<file path="src/rtl/databreak_ctl_pkg.sv">
// Shared definitions for the multi-channel data-break controller.
// Break state codes live here so CPU-side sequencing can reference them too.
package databreak_ctl_pkg;

    // Field bits that prefix the 12-bit word-count/current-address pointer.
    localparam int FW = 3;

    typedef enum logic [3:0] {
        DB_IDLE   = 4'd0,
        DB_GNT    = 4'd1,
        DB_WC_RD  = 4'd2,
        DB_WC_W1  = 4'd3,
        DB_WC_CAP = 4'd4,
        DB_WC_WR  = 4'd5,
        DB_CA_RD  = 4'd6,
        DB_CA_W1  = 4'd7,
        DB_CA_CAP = 4'd8,
        DB_CA_WR  = 4'd9,
        DB_DT     = 4'd10,
        DB_DT_W1  = 4'd11,
        DB_DT_CAP = 4'd12,
        DB_ACK    = 4'd13
    } db_state_e;

endpackage

</file>
<file path="src/rtl/databreak_ctl_rr_arbiter.sv">
// Combinational round-robin picker: the first set request at or after ptr wins.
// Kept generic so interrupt arbitration can reuse it.
module rr_arbiter #(
    parameter int NCH = 4,
    parameter int IW  = (NCH > 1) ? $clog2(NCH) : 1
) (
    input  logic [NCH-1:0] req,
    input  logic [IW-1:0]  ptr,
    output logic           valid,
    output logic [IW-1:0]  idx
);

    // Walk from farthest to nearest so the lane closest to ptr is assigned last.
    always_comb begin
        valid = 1'b0;
        idx   = '0;
        for (int k = NCH - 1; k >= 0; k--) begin
            if (req[(int'(ptr) + k) % NCH]) begin
                valid = 1'b1;
                idx   = IW'((int'(ptr) + k) % NCH);
            end
        end
    end

endmodule

</file>
<file path="src/rtl/databreak_ctl.sv">
// Multi-channel data-break controller: arbitrates peripheral channels, requests a
// CPU break, then runs a 1-cycle or PDP-8 3-cycle (WC, CA, data) memory sequence.
module databreak_ctl
    import databreak_ctl_pkg::*;
#(
    parameter int NCH = 4,
    parameter int AW  = 15,
    parameter int DW  = 12
) (
    input  logic              clk,
    input  logic              reset,
    input  logic [NCH-1:0]    ch_req,
    input  logic [NCH-1:0]    ch_dir,
    input  logic [NCH-1:0]    ch_3cyc,
    input  logic [NCH-1:0]    ch_cainc,
    input  logic [NCH*AW-1:0] ch_addr,
    input  logic [NCH*DW-1:0] ch_wdata,
    output logic [NCH-1:0]    ch_ack,
    output logic [DW-1:0]     ch_rdata,
    output logic              ch_wco,
    output logic              brk_req,
    input  logic              brk_gnt,
    output logic              brk_done,
    output logic [AW-1:0]     mem_addr,
    output logic              mem_we,
    output logic [DW-1:0]     mem_wdata,
    input  logic [DW-1:0]     mem_rdata
);

    localparam int IW = (NCH > 1) ? $clog2(NCH) : 1;
    localparam int PW = AW - FW;

    db_state_e         r_state, w_state_nxt;
    logic [IW-1:0]     r_ptr, r_idx;
    logic              r_dir, r_3cyc, r_cainc;
    logic [AW-1:0]     r_addr;
    logic [DW-1:0]     r_wdata, r_wc, r_ca, r_rdata;
    logic              r_wco;
    logic [NCH-1:0]    r_ack, w_ack_nxt;
    logic              r_brk_req, w_brk_req_nxt;
    logic              r_brk_done, w_brk_done_nxt;
    logic [AW-1:0]     r_mem_addr, w_mem_addr_nxt;
    logic              r_mem_we, w_mem_we_nxt;
    logic [DW-1:0]     r_mem_wdata, w_mem_wdata_nxt;

    logic              w_arb_vld;
    logic [IW-1:0]     w_arb_idx;
    logic              w_latch;
    logic [FW-1:0]     w_field;
    logic [PW-1:0]     w_wcp, w_cap;
    logic [AW-1:0]     w_wc_addr, w_ca_addr, w_xfer_addr;

    rr_arbiter #(.NCH(NCH), .IW(IW)) u_arb (
        .req   (ch_req),
        .ptr   (r_ptr),
        .valid (w_arb_vld),
        .idx   (w_arb_idx)
    );

    assign w_latch     = (r_state == DB_IDLE) && w_arb_vld;
    assign w_field     = r_addr[AW-1 -: FW];
    assign w_wcp       = r_addr[PW-1:0];
    assign w_cap       = w_wcp + PW'(1);
    assign w_wc_addr   = {{FW{1'b0}}, w_wcp};
    assign w_ca_addr   = {{FW{1'b0}}, w_cap};
    // CA already carries the increment, so the transfer uses the updated address.
    assign w_xfer_addr = r_3cyc ? {w_field, PW'(r_ca)} : r_addr;

    always_comb begin
        w_state_nxt     = r_state;
        w_brk_req_nxt   = r_brk_req;
        w_brk_done_nxt  = 1'b0;
        w_ack_nxt       = '0;
        w_mem_addr_nxt  = r_mem_addr;
        w_mem_we_nxt    = 1'b0;
        w_mem_wdata_nxt = r_mem_wdata;
        case (r_state)
            DB_IDLE: begin
                if (w_arb_vld) begin
                    w_brk_req_nxt = 1'b1;
                    w_state_nxt   = DB_GNT;
                end
            end
            DB_GNT: begin
                if (brk_gnt) begin
                    w_brk_req_nxt = 1'b0;
                    w_state_nxt   = r_3cyc ? DB_WC_RD : DB_DT;
                end
            end
            DB_WC_RD: begin
                w_mem_addr_nxt = w_wc_addr;
                w_state_nxt    = DB_WC_W1;
            end
            DB_WC_W1:  w_state_nxt = DB_WC_CAP;
            DB_WC_CAP: w_state_nxt = DB_WC_WR;
            DB_WC_WR: begin
                w_mem_addr_nxt  = w_wc_addr;
                w_mem_we_nxt    = 1'b1;
                w_mem_wdata_nxt = r_wc;
                w_state_nxt     = DB_CA_RD;
            end
            DB_CA_RD: begin
                w_mem_addr_nxt = w_ca_addr;
                w_state_nxt    = DB_CA_W1;
            end
            DB_CA_W1:  w_state_nxt = DB_CA_CAP;
            DB_CA_CAP: w_state_nxt = r_cainc ? DB_CA_WR : DB_DT;
            DB_CA_WR: begin
                w_mem_addr_nxt  = w_ca_addr;
                w_mem_we_nxt    = 1'b1;
                w_mem_wdata_nxt = r_ca;
                w_state_nxt     = DB_DT;
            end
            DB_DT: begin
                w_mem_addr_nxt  = w_xfer_addr;
                w_mem_we_nxt    = ~r_dir;
                w_mem_wdata_nxt = r_wdata;
                w_state_nxt     = DB_DT_W1;
            end
            DB_DT_W1:  w_state_nxt = DB_DT_CAP;
            DB_DT_CAP: w_state_nxt = DB_ACK;
            DB_ACK: begin
                w_ack_nxt[r_idx] = 1'b1;
                w_brk_done_nxt   = 1'b1;
                w_state_nxt      = DB_IDLE;
            end
            default:   w_state_nxt = DB_IDLE;
        endcase
    end

    always_ff @(posedge clk) begin
        if (reset) begin
            r_state     <= DB_IDLE;
            r_ptr       <= '0;
            r_brk_req   <= 1'b0;
            r_brk_done  <= 1'b0;
            r_ack       <= '0;
            r_mem_addr  <= '0;
            r_mem_we    <= 1'b0;
            r_mem_wdata <= '0;
            r_rdata     <= '0;
            r_wco       <= 1'b0;
        end else begin
            r_state     <= w_state_nxt;
            r_brk_req   <= w_brk_req_nxt;
            r_brk_done  <= w_brk_done_nxt;
            r_ack       <= w_ack_nxt;
            r_mem_addr  <= w_mem_addr_nxt;
            r_mem_we    <= w_mem_we_nxt;
            r_mem_wdata <= w_mem_wdata_nxt;
            if (w_latch)
                r_wco <= 1'b0;
            else if (r_state == DB_WC_WR)
                r_wco <= (r_wc == '0);
            if (r_state == DB_DT_CAP && r_dir)
                r_rdata <= mem_rdata;
            if (r_state == DB_ACK)
                r_ptr <= (r_idx == IW'(NCH - 1)) ? '0 : r_idx + IW'(1);
        end
    end

    // Latched request descriptor and WC/CA working values; no reset needed.
    always_ff @(posedge clk) begin
        if (w_latch) begin
            r_idx   <= w_arb_idx;
            r_dir   <= ch_dir[w_arb_idx];
            r_3cyc  <= ch_3cyc[w_arb_idx];
            r_cainc <= ch_cainc[w_arb_idx];
            r_addr  <= ch_addr[int'(w_arb_idx)*AW +: AW];
            r_wdata <= ch_wdata[int'(w_arb_idx)*DW +: DW];
        end
        if (r_state == DB_WC_CAP)
            r_wc <= mem_rdata + DW'(1);
        if (r_state == DB_CA_CAP)
            r_ca <= mem_rdata + DW'(r_cainc);
    end

    assign ch_ack    = r_ack;
    assign ch_rdata  = r_rdata;
    assign ch_wco    = r_wco;
    assign brk_req   = r_brk_req;
    assign brk_done  = r_brk_done;
    assign mem_addr  = r_mem_addr;
    assign mem_we    = r_mem_we;
    assign mem_wdata = r_mem_wdata;

endmodule

</file>
<file path="config.mk">
export PLATFORM = sky130hd
export DESIGN_NAME = databreak_ctl
export DESIGN_NICKNAME = d
export VERILOG_FILES = /design/src/rtl/databreak_ctl_pkg.sv /design/src/rtl/databreak_ctl_rr_arbiter.sv /design/src/rtl/databreak_ctl.sv
export SDC_FILE = /design/constraint.sdc
export NUM_CORES = 1
export LEC_CHECK = 0
export BUFFER_PORTS_ARGS = -buffer_cell sky130_fd_sc_hd__clkbuf_2
export CAP_MARGIN = 10
export CORE_AREA = 2 2 110 112
export DETAILED_ROUTE_END_ITERATION = 12
export DIE_AREA = 0 0 112 114
export PLACE_DENSITY_LB_ADDON = 0.3
export SLEW_MARGIN = 20
export SYNTH_ARGS = -nofsm -noshare
export SYNTH_HDL_FRONTEND = slang
export SYNTH_SLANG_ARGS = --single-unit
</file>
<file path="constraint.sdc">
create_clock -name clk -period 3.4 [get_ports clk]
set_input_delay 0.17 -clock clk [delete_from_list [all_inputs] [get_ports clk]]
set_output_delay 0.17 -clock clk [all_outputs]
set_load 0.005 [all_outputs]
</file>
After elaboration in Yosys (flattened, before gate mapping)
Index checks and enable logic that the tools add are counted.
{ "op_classes": {"n_addsub": 7, "mul": 2, "n_lt_le_gt_ge": 7, "eq_ne": 16, "shift": 2, "muxes": 41, "n_bitwise": 5, "n_reduce_logical": 18} }
{ "ops": {"columns": ["cell", "count"], "rows": [
  ["$shiftx 60x7->15", 1],
  ["$pmux 4 s13", 1],
  ["$shiftx 48x7->12", 1],
  ["$pmux 15 s3", 1],
  ["$pmux 12 s3", 1],
  ["$add 12x1->12 const B", 2],
  ["$eq 4x4->1 const B", 6],
  ["$mux 1", 18],
  ["$eq 4x3->1 const B", 4],
  ["$reduce_or 2->1", 8],
  ["$bmux 1 s2", 7],
  ["$add 12x1->12", 1],
  ["$logic_not 12->1", 1],
  ["$lt 3x4->1 const B", 3],
  ["$mux 12", 1],
  ["$mux 2", 6],
  ["$mux 4", 3],
  ["$lt 2x3->1 const B", 3],
  ["$eq 4x2->1 const B", 2],
  ["$mul 2x4->6 const B", 1],
  ["$reduce_bool 3->1", 2],
  ["$add 2x1->2 const B", 2],
  ["$add 2x2->2 const B", 2],
  ["$eq 4x1->1 const B", 1],
  ["other kinds (13)", 20]
]} }
{ "word_totals": {"register_bits": 109, "in_bits": 139, "output_inout_bits": 47} }

Logic depth before layout (Yosys ltp)
Gate-level depths: netlist of run 1.
{ "depth": {"ltp_word": 12, "mapped_depth": 8} }

Cells and area by module
From an unflattened synthesis of run 1, not the netlist that was laid out.
{ "hier_totals": {"hier_cells": 553, "hier_area_um2": 5908.2} }
{ "modules_own_cells": {"columns": ["mod", "n_inst", "cells_per_inst", "area_each_um2", "seq_area_each_um2"], "rows": [
  ["databreak_ctl", 1, 540, 5830.6, 2742.6],
  ["rr_arbiter", 1, 13, 77.6, 0.0]
]} }

Worst setup path before layout of run 1
OpenSTA, ideal clock, no wires.
{ "synth_path": {"path_type": "register to register", "startpoint": "register r_state[0]", "endpoint": "register r_3cyc (enable)", "setup_ps": 444, "t_arrival_ps": 2678, "setup_slack_ps": 277, "stages_incl_launch_ff": 5, "n_path_buf": 2, "path_cell_list": "dfxtp_1 buf_2 or2_1 buf_2 nor4_2"} }
{ "synth_via": {"elab_chain_cells": 2} }
{ "synth_lines": {"columns": ["element", "line_no", "text"], "rows": [
  ["from (decl)", "databreak_ctl.sv:33", "db_state_e r_state, w_state_nxt;"],
  ["from (signal assigned)", "databreak_ctl.sv:144", "r_state <= w_state_nxt;"],
  ["$logic_not 4->1", "databreak_ctl.sv:60", "assign w_latch = (r_state == DB_IDLE) && w_arb_vld;"],
  ["$logic_and 1x1->1", "databreak_ctl.sv:60", null],
  ["net w_latch", "databreak_ctl.sv:48", "logic w_latch;"],
  ["to (signal assigned)", "databreak_ctl.sv:167", "r_3cyc <= ch_3cyc[w_arb_idx];"],
  ["to (decl)", "databreak_ctl.sv:35", "logic r_dir, r_3cyc, r_cainc;"]
]} }
The timed path passes the listed nets, and every way through them passes these cells.
A chain may end at the register's enable or synchronous reset.

Final worst setup path of run 1
{ "layout_path": {"startpoint": "register r_state[2]", "endpoint": "register r_mem_wdata[0] (netlist: mem_wdata[0])"} }
{ "layout_via": {"elab_chain_cells": 2, "word_cells_on_any_way": 5, "classes_between": "3 x eq/ne; 1 x mux; 1 x reduce/logical"} }
{ "layout_lines": {"columns": ["element", "line_no", "text"], "rows": [
  ["$eq 4x4->1 or $eq 4x3->1 (tied branches)", "databreak_ctl.sv:77", "case (r_state)"],
  ["$pmux 12 s3 or $reduce_bool 3->1 (tied branches)", null, null],
  ["to (signal assigned)", "databreak_ctl.sv:150", "r_mem_wdata <= w_mem_wdata_nxt;"],
  ["to (decl)", "databreak_ctl.sv:44", "logic [DW-1:0] r_mem_wdata, w_mem_wdata_nxt;"]
]} }
Several ways; a longest one is shown, not always the timed one.

==> flow_summary.toml, run 1 <==
[synthesis]
ys_types = 51
syn_inst = 563
syn-num-nets = 710
synth_edf_count = 56
synthArstFlopShare_pct = 0
synth_fa_ha_area_share_pct = 1.738
synth_xor_area_share_pct = 3.194
ys_ff_latch = 109
synth_top_family_by_area = "multiplexers"
synthSimpleGateAreaFrac_pct = 14.56
synth_compound_area_share_pct = 12.49
yosysWarningCount = 0
syn_avg_cell_area_um2 = 10.23
syn_area_mm2 = 0.005758
synthFlopType = "edfxtp_1"
synth.area.mux_share_pct = 16.36
synth-seq-area-share_pct = 47.63

[setup_path]
worstSetupPathType = "register to register"
path_max_fanout = 23
crit_chain = "and4bb_1 -> nor2_1 -> nand2_1 -> nor2_1 -> a211oi_1"
cp_top_family = "simple AND/OR/NAND/NOR gates"
worstSetupEndpointType = "register"
arrival_ps = 2780
slowest_delay_ps = 780
cp-start-kind = "register"
crit_slowest_cell = "dfxtp_1"
cp.required_ps = 3580
cp_num_buf_inv = 0
cp_common_cell = "nor2_1"

[clock_tree]
clk_latency_ps = 350
clkTransAtPathRegs_ps = 70
cts.sinks = 109
cts_setup_buffers = 0
cts_tree = "done"
clock_path_buffers = 2
cts_root_buffer = "clkbuf_16"
cts.repair.resized = 0
hold_buffers = 0
cts-htree-levels = 3
cts_buffers = 9

[power]
ir_worst_vdd_v = 0.0002632
p_per_area_mw_per_mm2 = 481.1
p_leak_nw = 2.850
finalPower_mw = 3.409

[cells_and_area]
nets = 877
nFillCells = 1026
area_growth_pct = 23.03
num_antenna_cells = 0
drive_gt1_share_pct = 30.34
final_common_cell = "clkbuf_2"
final_cell_mix = "clkbuf_2 (185), mux2i_1 (93), edfxtp_1 (56)"

[placed_design]
gp_congestion = 0.8699
port_buffers = 185
place_hpwl_um = 11050

[timing]
hold_violations = 0
setup_tns_ps = 0
skew_ps = 10.41
rsz0062_at_grt = "false"
maxSlewHeadroom_pct = 33.59
worst_pin_slew_ps = 996.1
min_period_over_period_pct = 76.49
min_period_ps = 2601
finalSetupViolCount = 0
timing.hold.ws_ps = 61.61
max_freq_mhz = 384.5
maxSlewViolCount = 0

[worst_hold_path]
hold_path_class = "input pin to register"

[die]
ios = 186
die_w_um = 112
core_area_mm2 = 0.01171
fp-row-count = 40
die_h_um = 114
initial_core_util_pct = 49.17
die-area_mm2 = 0.01277

[global_routing]
overflow = 0
grt_max_degree = 50
grt_pass1_wl_um = 22390
grt_use_total_pct = 21.88
grt_pass1_vias = 4638
antenna_found_initial = 0

[run_status]
status = "complete, no violations"

[routing]
wl_um = 14090
drtPass1Iterations = 5
drt.antenna.violating_nets = 0
via_count = 4862
routed_via_density = 5.512
wl_per_cell_um = 15.97
drc_errors = 0
initialDrtViolationCount = 462

[flow_run]
max_cap_violations = 0
==> power breakdown <==
group          total, mW  leakage [nW]  internal (mW)  switching [mW]
clock network       1.03         0.149          0.546           0.480
logic              0.678          1.75          0.302           0.377
registers           1.70         0.956           1.57           0.132
total               3.41          2.85           2.42           0.989
==> worst reg2reg max path, stage by stage (launching register included) <==
cell and delay [ps]:
dfxtp_1 780, and4bb_1 490, nor2_1 540, nand2_1 370, nor2_1 190, a211oi_1 70
==> state kept, by name (all words and copies together), names as in the netlist <==
name,flops
ch_rdata,12
r_dir,1
brk_done,1
r_ca,12
r_cainc,1
ch_wco,1
r_wc,12
r_wdata,12
r_ptr,2
mem_wdata,12
r_state,4
mem_addr,15
mem_we,1
r_idx,2
brk_req,1
ch_ack,4
r_3cyc,1
r_addr,15
==> kinds of logic after synthesis <==
logic type               Yosys count
flip-flops                       109
multiplexers                      94
AO/OA/AOI/OAI                    112
buffers and inverters             48
adder cells (fa/ha/maj)            8
AND/OR/NAND/NOR                  171
XOR/XNOR                          21
==> routing by layer <==
metal	track usage, %	share of wire [%]	vias up	routed length [µm]
met4	6.016	1.8	0	247
met1	28.35	42	2209	5870
met2	38.26	49	222	6965
met5	0	0	-	0
met3	3.613	7.1	27	1002
li1	-	-	2404	-
==> worst paths after layout <==
| path | start | end | slack [ps] | depth (start not counted) |
|---|---|---|---|---|
| worst max-delay path | r_state[2] | mem_wdata[0] | 800 | 5 |
| worst min-delay path | brk_gnt | brk_req | 60 | 2 |
| worst max register to register | r_state[2] | mem_wdata[0] | 800 | 5 |
| worst min register to register | ch_rdata[2] | ch_rdata[2] | 460 | 2 |
==> area by class of cell <==
class | count | area [µm²] | area share, %
Inverter | 8 | 30.03 | 0.4239
Multi-Input combinational cell | 406 | 2815 | 39.74
Clock buffer | 10 | 250.2 | 3.532
Tap cell | 147 | 183.9 | 2.596
Sequential cell | 109 | 2743 | 38.71
Clock inverter | 6 | 41.29 | 0.5828
Timing Repair Buffer | 196 | 1021 | 14.41
==> synth_stat cells (8+ instances only) <==
master / instances / share of area, %
ha_1: 8 / 1.7
o21ai_0: 24 / 2.1
inv_1: 8 / 0.52
clkbuf_1: 16 / 1.0
nand3_1: 17 / 1.5
a22oi_1: 17 / 2.2
a311oi_1: 10 / 1.5
nor3_1: 11 / 0.96
a211oi_1: 17 / 2.2
dfxtp_1: 53 / 18
a21oi_1: 30 / 2.6
xnor2_1: 19 / 2.9
nor2_1: 47 / 3.1
buf_2: 17 / 1.5
nand2_1: 50 / 3.3
and2_1: 9 / 0.98
edfxtp_1: 56 / 29
mux2i_1: 93 / 16
==> metrics by stage <==
stage	setup slack, ps	util [%]	std cells	instance area, µm²
floorplan	277.1	-	563	5758
global placement	946.8	58.00	866	6793
detailed placement	824.9	58.00	866	6793
CTS	830.6	60.49	882	7084
global route	431.2	60.49	882	7084
finish	799.2	60.49	882	7084
(Power assumes the default switching activity.)
==> run 2, diff against run 1 <==
--- a/config.mk
+++ b/config.mk
@@ -5,11 +5,12 @@
 export SDC_FILE = /design/constraint.sdc
 export NUM_CORES = 1
 export LEC_CHECK = 0
+export ABC_AREA = 1
 export BUFFER_PORTS_ARGS = -buffer_cell sky130_fd_sc_hd__clkbuf_2
 export CAP_MARGIN = 10
-export CORE_AREA = 2 2 110 112
+export CORE_AREA = 2 2 120 122
 export DETAILED_ROUTE_END_ITERATION = 12
-export DIE_AREA = 0 0 112 114
+export DIE_AREA = 0 0 122 124
 export PLACE_DENSITY_LB_ADDON = 0.3
 export SLEW_MARGIN = 20
 export SYNTH_ARGS = -nofsm -noshare
==> constraint.sdc (replaced) <==
create_clock -name clk -period 2.1 [get_ports clk]
set_input_delay 0.105 -clock clk [delete_from_list [all_inputs] [get_ports clk]]
set_output_delay 0.105 -clock clk [all_outputs]
set_load 0.005 [all_outputs]
==> flow_summary.toml, run 2 <==
[flow_run]
max_cap_violations = 0

[synthesis]
yosysWarningCount = 0
synth_common_cells = "nand2_1 (194), inv_1 (174), nand3_1 (159), nor2_1 (61), edfxtp_1 (56)"
synthArstFlopShare_pct = 0
netlist_top_cells_area = "edfxtp_1 (26%), dfxtp_1 (16%), nand3_1 (12%)"
ys_ff_latch = 109
synth.most_common_cell = "nand2_1"
syn_avg_cell_area_um2 = 7.201
syn-num-nets = 1059
syn_inst = 912
ys_types = 37
synth_area_leader_cell = "edfxtp_1"
synth_edf_count = 56
synth-seq-area-share_pct = 41.76
synth_top_area_share_pct = 25.60
syn_area_mm2 = 0.006568
synthFlopType = "edfxtp_1"

[timing]
worst_pin_slew_ps = 661.0
min_period_ps = 1927
finalSetupViolCount = 0
timing.hold.ws_ps = 29.94
setup_tns_ps = 0
skew_ps = 4.166
hold_violations = 0
maxSlewViolCount = 0
max_freq_mhz = 518.8
setup_slack_ps = 172.6
min_period_over_period_pct = 91.78
rsz0062_at_grt = "false"
maxSlewHeadroom_pct = 55.88

[power]
p_leak_nw = 4.120
p_per_area_mw_per_mm2 = 986.3
ir_worst_vdd_v = 0.0005291

[setup_path]
worstSetupEndpointType = "register"
worstSetupPathType = "register to register"
crit_start = "r_ptr[1]"
cp.required_ps = 2200
cp-start-kind = "register"
timing.rr.start = "r_ptr[1]"
arrival_ps = 2030
path_max_fanout = 14

[clock_tree]
cts-htree-levels = 3
clock_path_buffers = 2
clkTransAtPathRegs_ps = 70
cts.sinks = 109
cts_buffers = 9
hold_buffers = 0
clk_latency_ps = 350
cts_root_buffer = "clkbuf_16"
cts_tree = "done"

[global_routing]
overflow = 0
antenna_found_initial = 0
grt_use_total_pct = 23.91
grt_pass1_wl_um = 28100
grt_max_degree = 61
grt_pass1_vias = 5828

[routing]
via_count = 6404
initialDrtViolationCount = 476
routed_via_density = 5.031
drtPass1Iterations = 6
drt.antenna.violating_nets = 0
wl_um = 17760
drc_errors = 0
wl_per_cell_um = 13.95

[worst_hold_path]
hold_path_class = "input pin to register"
min_from = "mem_rdata[11]"

[cells_and_area]
num_antenna_cells = 0
final_common_cell = "nand2_1"
nets = 1235
area_growth_pct = 21.55
drive_gt1_share_pct = 22.87
final_cell_mix = "nand2_1 (194), clkbuf_2 (185), inv_1 (174)"

[die]
core_area_mm2 = 0.01372
die_w_um = 122
ios = 186
initial_core_util_pct = 47.87
die_h_um = 124
die-area_mm2 = 0.01513
fp-row-count = 43

[run_status]
status = "complete, no violations"

[placed_design]
place_hpwl_um = 14130
gp_congestion = 0.9057
pre_cts_slack_ps = 38.02
port_buffers = 185
[run 2: worst paths after layout]
path	endpoint	slack (ps)	depth (start not counted)
max reg2reg	r_addr[4]	170	12
max	r_addr[4]	170	12
min reg2reg	mem_addr[13]	460	2
min	ch_rdata[11]	30	3
[run 2: cells by family after synthesis]
logic type      share of synthesized area [%]
compound gates                          8.478
xor+xnor                                3.467
fa+ha+maj                               1.524
buf+inv                                 14.36
flops                                   41.76
simple gates                            30.41
[run 2: per-layer routing]
layer  part of all wire, %  track usage [%]  vias up  routed length, µm
met5                     0                0        -                  0
met4                   2.2            8.333        0                390
met3                   6.8            3.068       21               1204
met2                    46            38.16      265               8134
met1                    45            33.51     2840               8025
li1                      -                -     3278                  -
[run 2: repair_timing]
item	in CTS	in global routing
setup buffers	0	0
resized for setup	0	4
endpoints found under the setup margin	0	30
[run 2: through the flow]
stage          util [%]  area [µm²]  power [mW]  std cells
2_1_floorplan         -        6568       5.194        912
3_3_place_gp      56.04        7689       6.280       1257
3_5_place_dp      56.04        7689       6.311       1257
4_1_cts           58.05        7964       7.896       1273
5_1_grt           58.19        7983       8.408       1273
6_report          58.19        7983       7.874       1273
[run 2: cell type report]
| type | instances | area (µm²) |
|---|---|---|
| inverter | 182 | 685.7 |
| timing repair buffer | 207 | 1154 |
| fill | 1335 | 5737 |
| clock inverter | 5 | 42.54 |
| tap | 180 | 225.2 |
| sequential | 109 | 2744 |
| clock buffer | 11 | 232.7 |
| multi-input combinational | 579 | 2899 |
[run 2: where the power goes]
part           total (mW)  internal [mW]  switching [mW]  leakage, nW
sequential           3.69           3.10           0.591        0.960
clock                1.59          0.821           0.768        0.131
combinational        2.59          0.985            1.61         3.03
[run 2: worst max-delay path: stages, from the launching register on]
cell and delay, ps:
dfxtp_1 430, inv_2 100, nand2_1 80, nand2_1 60, nand2_1 140, nand3_2 140
nand2_2 100, nand2_4 70, nand2_4 170, buf_4 180, nand2_1 50, nand3_1 90
nand2_1 80
==> run 3, diff against run 2 <==
--- a/config.mk
+++ b/config.mk
@@ -8,9 +8,9 @@
 export ABC_AREA = 1
 export BUFFER_PORTS_ARGS = -buffer_cell sky130_fd_sc_hd__clkbuf_2
 export CAP_MARGIN = 10
-export CORE_AREA = 2 2 120 122
+export CORE_AREA = 2 2 139 107
 export DETAILED_ROUTE_END_ITERATION = 12
-export DIE_AREA = 0 0 122 124
+export DIE_AREA = 0 0 141 109
 export PLACE_DENSITY_LB_ADDON = 0.3
 export SLEW_MARGIN = 20
 export SYNTH_ARGS = -nofsm -noshare
==> flow_summary.toml, run 3 (synthesis gave the netlist of run 2 again) <==
[run_status]
status = "complete, no violations"

[global_routing]
antenna_found_initial = 0
grt_max_degree = 62
grt_pass1_vias = 5883
overflow = 0
grt_pass1_wl_um = 29390
grt_use_total_pct = 24.39

[power]
p_leak_nw = 4.119
p_int_mw = 4.920
ir_worst_vdd_v = 0.0005607
seqPwrFrac_pct = 45.5
p_switching_mw = 3.020
combPwrFrac_pct = 34.3
switching_share_pct = 38.03
p_per_area_mw_per_mm2 = 997.5
p_clk_share_pct = 20.2

[routing]
routed_via_density = 5.085
initialDrtViolationCount = 633
drc_errors = 0
wl_per_cell_um = 14.36
wl_um = 18300
via_count = 6478
drt.antenna.violating_nets = 0
drtPass1Iterations = 5

[timing]
maxSlewHeadroom_pct = 65.29
hold_violations = 0
min_period_over_period_pct = 90.73
max_freq_mhz = 524.9
rsz0062_at_grt = "false"
finalSetupViolCount = 0
setup_tns_ps = 0
skew_ps = 6.790
worst_pin_slew_ps = 520.1
min_period_ps = 1905
timing.hold.ws_ps = 46.07
maxSlewViolCount = 0

[die]
die_h_um = 109
fp-row-count = 38
ios = 186
die_w_um = 141
core_area_mm2 = 0.01412
initial_core_util_pct = 46.51
die-area_mm2 = 0.01537

[setup_path]
worstSetupPathType = "register to register"
cp.required_ps = 2200
worstSetupEndpointType = "register"
path_max_fanout = 61
arrival_ps = 2000
cp-start-kind = "register"

[clock_tree]
clkTransAtPathRegs_ps = 70
cts-htree-levels = 3
cts.sinks = 109
clock_path_buffers = 2
cts_root_buffer = "clkbuf_16"
cts_tree = "done"
cts_buffers = 9
cts.repair.resized = 0
cts_setup_buffers = 0
hold_buffers = 0
clk_latency_ps = 350

[flow_run]
max_cap_violations = 0

[cells_and_area]
final_cell_mix = "nand2_1 (194), clkbuf_2 (185), inv_1 (174)"
fin_cells = 1274
drive_gt1_share_pct = 22.76
nFillCells = 1371
area_growth_pct = 21.18
final_common_cell = "nand2_1"
num_antenna_cells = 0
nets = 1236

[worst_hold_path]
hold_path_class = "input pin to register"

[placed_design]
place_hpwl_um = 14300
gp_congestion = 0.9395
dp.cells = 1258
port_buffers = 185
-- run 3: cell count changes in the layout (fill, tap and decap cells not counted), sizes merged --
cell and delta:
clkinvlp -1, clkinv +3, buf +1, clkbuf -2
-- run 3: final cells by class --
class                           instances  area, µm²  area share, %
Clock buffer                            9      225.2          2.830
Clock inverter                          7      48.80         0.6131
Inverter                              182      685.7          8.615
Multi-Input combinational cell        579       2882          36.20
Sequential cell                       109       2744          34.48
Tap cell                              180      225.2          2.830
Timing Repair Buffer                  208       1149          14.43
-- run 3: worst max-delay path, cell delays in order (launching register included) --
cell	delay, ps
dfxtp_1	430
inv_2	90
nand2_1	80
nand2_1	60
nand2_1	120
nand3_2	130
nand2_2	100
nand2_4	70
nand2_4	70
buf_12	240
nand2_1	90
nand3_1	80
nand2_1	80
-- run 3: stage by stage --
step / worst slack [ps] / util (%) / instance area, µm² / power (mW)
2_1_floorplan: 84.23 / - / 6568 / 5.194
6_report: 194.7 / 56.36 / 7959 / 7.939
3_3_place_gp: 179.5 / 54.41 / 7684 / 6.319
3_5_place_dp: 152.1 / 54.41 / 7684 / 6.341
4_1_cts: 152.3 / 56.35 / 7958 / 7.935
5_1_grt: 63.78 / 56.36 / 7959 / 8.462
-- run 3: worst paths after layout --
path | slack (ps) | from | end | depth (start not counted)
max | 190 | r_ptr[1] | r_cainc | 12
min | 50 | mem_rdata[11] | ch_rdata[11] | 3
max reg2reg | 190 | r_ptr[1] | r_cainc | 12
min reg2reg | 460 | ch_rdata[4] | ch_rdata[4] | 2
-- run 3: power groups by stage --
stage | Clock, mW | Combinational [mW] | Sequential [mW]
after floorplan | 0 | 1.71 | 3.48
after global placement | 0 | 2.68 | 3.64
after detailed placement | 0 | 2.70 | 3.64
after CTS | 1.62 | 2.72 | 3.59
after global routing | 1.70 | 3.09 | 3.67
final | 1.61 | 2.72 | 3.61
-- run 3: routing by layer --
metal  share of wire, %  vias to the layer above  global-route usage, %
li1                   -                     3273                      -
met1                 48                     2900                  35.67
met2                 42                      279                  37.14
met3                8.1                       26                  4.655
met4                2.0                        0                  6.643
met5                  0                        -                      0
